<file path="src/rtl/updown_counter_mod.sv">
// Up/down counter over the range [0, limit] with selectable wrap or saturate
// behaviour at the bounds, synchronous load and registered event pulses.
module updown_counter_mod #(
  parameter int          WIDTH     = 4,
  parameter int unsigned RESET_VAL = 0
) (
  input  logic             clk,
  input  logic             reset,
  input  logic             en,
  input  logic             up,
  input  logic             load,
  input  logic [WIDTH-1:0] load_val,
  input  logic [WIDTH-1:0] limit,
  input  logic             sat_mode,
  output logic [WIDTH-1:0] count,
  output logic             at_max,
  output logic             at_zero,
  output logic             wrap,
  output logic             sat_hit
);

  localparam logic [WIDTH-1:0] CNT_ZERO  = {WIDTH{1'b0}};
  localparam logic [WIDTH-1:0] CNT_ONE   = {{(WIDTH-1){1'b0}}, 1'b1};
  localparam logic [WIDTH-1:0] CNT_RESET = WIDTH'(RESET_VAL);

  logic [WIDTH-1:0] count_r;
  logic             wrap_r;
  logic             sat_hit_r;

  logic [WIDTH-1:0] count_nxt_s;
  logic             wrap_nxt_s;
  logic             sat_hit_nxt_s;

  // Next-state selection: load beats an enabled step, which beats hold.
  // Increments only happen below limit and decrements only above zero, so
  // the arithmetic never overflows even when limit spans the full width.
  always_comb begin
    count_nxt_s   = count_r;
    wrap_nxt_s    = 1'b0;
    sat_hit_nxt_s = 1'b0;
    if (load) begin
      if (load_val > limit) begin
        count_nxt_s = limit;
      end else begin
        count_nxt_s = load_val;
      end
    end else if (en) begin
      if (up) begin
        if (count_r < limit) begin
          count_nxt_s = count_r + CNT_ONE;
        end else if (sat_mode) begin
          count_nxt_s   = limit;
          sat_hit_nxt_s = 1'b1;
        end else begin
          count_nxt_s = CNT_ZERO;
          wrap_nxt_s  = 1'b1;
        end
      end else begin
        // A count stranded above a lowered limit snaps back silently.
        if (count_r > limit) begin
          count_nxt_s = limit;
        end else if (count_r != CNT_ZERO) begin
          count_nxt_s = count_r - CNT_ONE;
        end else if (sat_mode) begin
          count_nxt_s   = CNT_ZERO;
          sat_hit_nxt_s = 1'b1;
        end else begin
          count_nxt_s = limit;
          wrap_nxt_s  = 1'b1;
        end
      end
    end else begin
      count_nxt_s = count_r;
    end
  end

  // State and pulse registers with asynchronous reset.
  always_ff @(posedge clk or posedge reset) begin
    if (reset) begin
      count_r   <= CNT_RESET;
      wrap_r    <= 1'b0;
      sat_hit_r <= 1'b0;
    end else begin
      count_r   <= count_nxt_s;
      wrap_r    <= wrap_nxt_s;
      sat_hit_r <= sat_hit_nxt_s;
    end
  end

  assign count   = count_r;
  assign wrap    = wrap_r;
  assign sat_hit = sat_hit_r;
  assign at_max  = (count_r == limit);
  assign at_zero = (count_r == CNT_ZERO);

endmodule

</file>
<file path="config.mk">
export PLATFORM = sky130hd
export DESIGN_NAME = updown_counter_mod
export DESIGN_NICKNAME = d
export VERILOG_FILES = /design/src/rtl/updown_counter_mod.sv
export SDC_FILE = /design/constraint.sdc
export NUM_CORES = 1
export LEC_CHECK = 0
export BUFFER_PORTS_ARGS = -buffer_cell sky130_fd_sc_hd__buf_2
export CAP_MARGIN = 20
export CORE_MARGIN = 2
export CORE_UTILIZATION = 51
export DETAILED_ROUTE_END_ITERATION = 16
export GPL_TIMING_DRIVEN = 0
export PLACE_DENSITY = 0.75
export SLEW_MARGIN = 20
export SYNTH_ARGS = -nofsm -noshare
export SYNTH_HDL_FRONTEND = slang
export SYNTH_SLANG_ARGS = --single-unit
</file>
<file path="constraint.sdc">
create_clock -name clk -period 2.36 [get_ports clk]
set_input_delay 0.236 -clock clk [delete_from_list [all_inputs] [get_ports clk]]
set_output_delay 0.236 -clock clk [all_outputs]
set_load 0.05 [all_outputs]
</file>
==> impl_metrics.tcl, run 1 <==
set metrics [dict create \
    yosysUniqueCellTypes 40 \
    synth_edf_count 0 \
    reg2reg_depth 6 \
    core-area_um2 1470 \
    synth_top_family_by_area "compound AO/OA/AOI/OAI gates" \
    n_fill_cell 152 \
    cp.arrival_ns 2.26 \
    crit_required_ns 2.49 \
    synth-seq-cells 6 \
    relSlewSlack_pct 70.1 \
    clock_latency_ns 0.24 \
    gr-usage-met1_pct 35.1 \
    fin_crit_ns 2.13 \
    final_hold_viol_count 0 \
    outcome "finished, final reports clean" \
    setup_viol 0 \
    synthTopCellsByArea "dfrtp_1, ha_1, mux2i_1, inv_1, nand2_1" \
    synthCells 95 \
    r2r-start "count[1]" \
    ir_drop_v 0.000455 \
    final_nets 146 \
    min_to "wrap" \
    swShare_pct 50.0 \
    p_clk_share_pct 14.4 \
    drcViolationCount 0 \
    rr_endpoint "count[3]" \
    yosys-mux-area-fraction_pct 5.10 \
    hold_depth 2 \
    drv_slew 0 \
    p_sw_w 0.000321 \
    min_period_over_period_pct 90.2 \
    synth-xor-area-share_pct 1.11 \
    first_global_vias 795 \
    cts_sinks 6 \
    fp.dieW_um 43.3 \
    min_path_type "in2reg" \
    seq_power_share_pct 23.0 \
    rsz0062_at_grt "no" \
    top_usage_layer "met2" \
    skew_ns 0.00395 \
    ant_nets 0 \
    synth_compound_area_share_pct 30.6 \
    grt_use_total_pct 25.8 \
    hold_start "sat_mode" \
    grtUsageMet2_pct 41.2 \
    die_area_um2 1870 \
    clockBufferDepth 2 \
    grt_max_degree 11 \
    synth.largest_area_cell "dfrtp_1" \
    wirelength_um 2190 \
    viasPerCell 6.65 \
    avgSynthCellArea_um2 8.27 \
    comb_power_share_pct 62.5 \
    start_kind "flip-flop" \
    synthAdderAreaFrac_pct 15.9 \
    synth_simple_gate_area_share_pct 21.5 \
    clockRootBuffer "clkbuf_4" \
    ios 22 \
    core.rowCount 14 \
    max_freq_mhz 470 \
    tns_ns 0 \
    place_hpwl_um 1700 \
    path_clk_slew_ns 0.04 \
    gr-total-overflow 0 \
    num_antenna_cells 0 \
    post_drt_wl_per_cell_um 16.1 \
    gp_congestion 0.849 \
    async_flop_share_pct 100 \
    synth_nets 119 \
    io_buffers 21 \
    synth.most_common_cell "ha_1" \
    yosys_warnings 0 \
    r2r_setup_slack_ns 0.23 \
    synth_commonest_cells "ha_1, inv_1, nand2_1" \
    drive_above_1_share_pct 24.2 \
    met3_usage_pct 6.38 \
    htreeDepth 1 \
    vias 905 \
    cp-end-kind "flip-flop" \
    path_max_fanout 7 \
    worst_slew_pin_slew_ns 0.448 \
    syn_area_um2 786 \
    die_h_um 43.3 \
    area_growth_pct 20.1 \
    grt_pass1_wl_um 3610 \
    cap_violations 0 \
    powerDensity_nw_per_um2 681 \
    yosys.area.top_type_share_pct 19.1 \
    synth_seq_area_share_pct 19.1 \
    antenna_found_initial 0 \
    ys.flop_type "dfrtp_1" \
    cts_tree "done" \
    start_util_pct 53.4 \
    crit_type "reg2reg" \
    p_leak_nw 0.507 \
    drt_first_pass_iters 4 \
    drtIter0Drc 63 \
    internal_power_w 0.000321 \
    final_util_pct 64.1 \
    cts_buffers 3 \
]
## layout by cell type (no fill, tap or decap), drive strengths merged, types with 2 or more instances in the layout
master	instances
nand3	3
mux2i	4
a21o	4
a31o	2
o21ai	3
o211ai	5
nand2	9
or2	2
nor2b	2
nor3	2
o221ai	2
nand4	4
dfrtp	6
ha	10
nor2	4
a22oi	2
or3	2
inv	9
buf	22
a221oi	3
clkbuf	4
a21oi	2
## stage by stage
stage	hold slack (ns)	std cells	cell area (um^2)	setup slack (ns)	total power (W)
finish	0.300	136	943	0.232	0.000642
CTS	0.278	136	943	0.262	0.000640
floorplan	0.0270	95	786	0.00193	0.000441
detailed placement	0.158	132	911	0.263	0.000541
global placement	0.144	132	911	0.330	0.000529
global route	0.297	136	943	0.0676	0.000685
## worst max-delay path, stage by stage, from the launching register on
cell      delay [ns]
dfrtp_1         0.47
ha_1            0.34
nor2b_1         0.16
o211ai_2        0.35
o21ai_2         0.17
a221o_1         0.37
a21o_1          0.18
## timing repair
action	CTS	global route
hold buffers	1	0
setup buffers	0	0
gates resized for setup	0	0
hold endpoints to repair	6	0
## cell type report
type / instances / area [um^2] / share of cell area [%]
Timing Repair Buffer: 22 / 115 / 12.2
Clock buffer: 3 / 22.5 / 2.39
Buffer: 2 / 15.0 / 1.59
Tap cell: 16 / 20.0 / 2.12
Multi-Input combinational cell: 77 / 583 / 61.8
Sequential cell: 6 / 150 / 15.9
Inverter: 10 / 37.5 / 3.98
## worst max path at each step
stage / startpoint / to / cells past startpoint
detailed placement: count[1] / count[3] / 6
finish: count[1] / count[3] / 6
CTS: count[1] / count[3] / 6
global placement: count[1] / count[0] / 6
floorplan: count[0] / count[3] / 7
global route: count[0] / count[1] / 7
## cell families (layout without fill, tap and decap cells)
group,Yosys count,in the layout
AND/OR/NAND/NOR,32,32
multiplexers,4,4
adder cells (fa/ha/maj),10,10
flip-flops,6,6
XOR/XNOR,1,1
AO/OA/AOI/OAI,30,30
buffers and inverters,12,37
## registers in the layout, indices dropped and copies added (netlist names)
register  flops
wrap          1
sat_hit       1
count         4
## layer usage
| metal | routed length [um] | vias up |
|---|---|---|
| li1 | - | 423 |
| met1 | 900 | 425 |
| met2 | 1020 | 55 |
| met3 | 258 | 2 |
| met4 | 8 | 0 |
| met5 | 0 | - |
## power by group through the flow
stage | Sequential [W] | Combinational (W) | Clock (W)
2_1_floorplan | 0.000194 | 0.000247 | 0
3_3_place_gp | 0.000147 | 0.000382 | 0
3_5_place_dp | 0.000148 | 0.000393 | 0
4_1_cts | 0.000147 | 0.000396 | 0.0000965
5_1_grt | 0.000150 | 0.000436 | 0.0000996
6_report | 0.000148 | 0.000401 | 0.0000926
Note: power is estimated with default switching activity, not from simulation.
==> run 2, diff against run 1 <==
- CORE_UTILIZATION: 51 -> 53
- CTS_BUF_LIST: not set -> sky130_fd_sc_hd__clkbuf_8
- PLACE_DENSITY: 0.75 -> 0.78
- SLEW_MARGIN: 20 -> not set
==> impl_metrics.tcl, run 2 (synthesis gave the netlist of run 1 again) <==
set metrics [dict create \
    fin_crit_ns 2.11 \
    min_path_type "in2reg" \
    drtIter0Drc 38 \
    layout_commonest_cell "buf_2" \
    die_area_um2 1810 \
    clockBufferDepth 2 \
    cp-end-kind "flip-flop" \
    post_drt_wl_per_cell_um 15.8 \
    final_cells 135 \
    io_buffers 21 \
    mostFrequentLayoutCells "buf_2, ha_1, inv_1, nand2_1, dfrtp_1" \
    crit_start "count[1]" \
    clockRootBuffer "clkbuf_8" \
    antenna_found_initial 0 \
    path_max_fanout 7 \
    vias 879 \
    wirelength_um 2130 \
    max_freq_mhz 473 \
    clock_latency_ns 0.22 \
    start_util_pct 58.2 \
    path_cells "ha_1 > nor2b_1 > o211a_1 > o21ai_1 > a22oi_1 > nor3b_1" \
    grt_max_degree 11 \
    hold_start "sat_mode" \
    skew_ns 0.00200 \
    cts_setup_buffers 0 \
    crit_required_ns 2.48 \
    cts_buffers 3 \
    gp_congestion 0.920 \
    critPathMaxStageDelay_ns 0.46 \
    placed_area_um2 910 \
    die_h_um 42.5 \
    num_antenna_cells 0 \
    grt_use_total_pct 25.3 \
    drcViolationCount 0 \
    final_nets 146 \
    place_hpwl_um 1670 \
    drv_slew 0 \
    worst_slew_pin_slew_ns 0.406 \
    min_period_over_period_pct 89.6 \
    final_util_pct 71.2 \
    crit_type "reg2reg" \
    fin_area_um2 961 \
    fp.dieW_um 42.5 \
    cap_violations 0 \
    cts_tree "done" \
    outcome "finished, final reports clean" \
    core.rowCount 13 \
    n_fill_cell 121 \
    setup_viol 0 \
    relSlewSlack_pct 72.8 \
    largest_register_ffs 4 \
    start_kind "flip-flop" \
    final_hold_viol_count 0 \
    r2r-start "count[1]" \
    tns_ns 0 \
    gr-total-overflow 0 \
    rsz0062_at_grt "no" \
    drt_first_pass_iters 4 \
    first_global_vias 814 \
    slowest_stage "dfrtp_1" \
    cp.arrival_ns 2.23 \
    path_clk_slew_ns 0.04 \
    grt_pass1_wl_um 3480 \
    core-area_um2 1350 \
    ios 22 \
    drive_above_1_share_pct 24.2 \
    ant_nets 0 \
    powerDensity_nw_per_um2 724 \
    cts_resized 0 \
    viasPerCell 6.51 \
    cts_sinks 6 \
    ir_drop_v 0.000403 \
    p_leak_nw 0.515 \
    area_growth_pct 22.3 \
    htreeDepth 1 \
    dpl.cell_count 131 \
]
run 2: worst max-delay path: cells and delay by family, from the launching register on:
| family | cells | cell delay, ns |
|---|---|---|
| DFF | 1 | 0.46 |
| adders and majority gates | 1 | 0.33 |
| AOI/OAI and AO/OA | 3 | 0.80 |
| and+or+nand+nor | 2 | 0.42 |
run 2: worst paths after layout:
| check | to | slack, ns | depth (start not counted) |
|---|---|---|---|
| setup / recovery | sat_hit | 0.25 | 6 |
| hold / removal | wrap | 0.31 | 2 |
| setup reg to reg | sat_hit | 0.25 | 6 |
| hold reg to reg | count[0] | 0.66 | 2 |
| max in group asynchronous | count[1] | 1.70 | 3 |
| min in group asynchronous | count[3] | 0.47 | 3 |
run 2: what timing repair did:
item,in CTS,in global routing
endpoints found under the setup margin,0,0
endpoints found under the hold margin,6,0
hold buffers,1,0
run 2: layout make-up:
cell class,instances,area [um^2],share of cell area [%]
tap,15,18.8,1.95
buffer,2,15.0,1.56
clock buffer,3,41.3,4.30
inverter,10,37.5,3.91
timing repair buffer,22,115,12.0
multi-input combinational,77,583,60.7
sequential,6,150,15.6
run 2: layer usage:
metal	track usage [%]	wire length (um)	vias to the layer above
li1	-	-	417
met1	32.5	921	403
met2	42.5	991	57
met3	5.17	198	2
met4	7.50	21	0
met5	0	0	-
run 2: stage by stage:
step / worst slack, ns / hold slack [ns] / power [W]
CTS: 0.265 / 0.289 / 0.000695
detailed placement: 0.314 / 0.157 / 0.000538
global placement: 0.340 / 0.144 / 0.000527
global route: 0.124 / 0.299 / 0.000743
floorplan: 0.00193 / 0.0270 / 0.000441
finish: 0.246 / 0.310 / 0.000696
run 2: report_power, final:
part | total (W) | switching, W | internal, W | leakage (nW)
clock | 0.000150 | 0.0000410 | 0.000109 | 0.0216
sequential | 0.000147 | 0.0000284 | 0.000119 | 0.0764
combinational | 0.000398 | 0.000254 | 0.000145 | 0.417
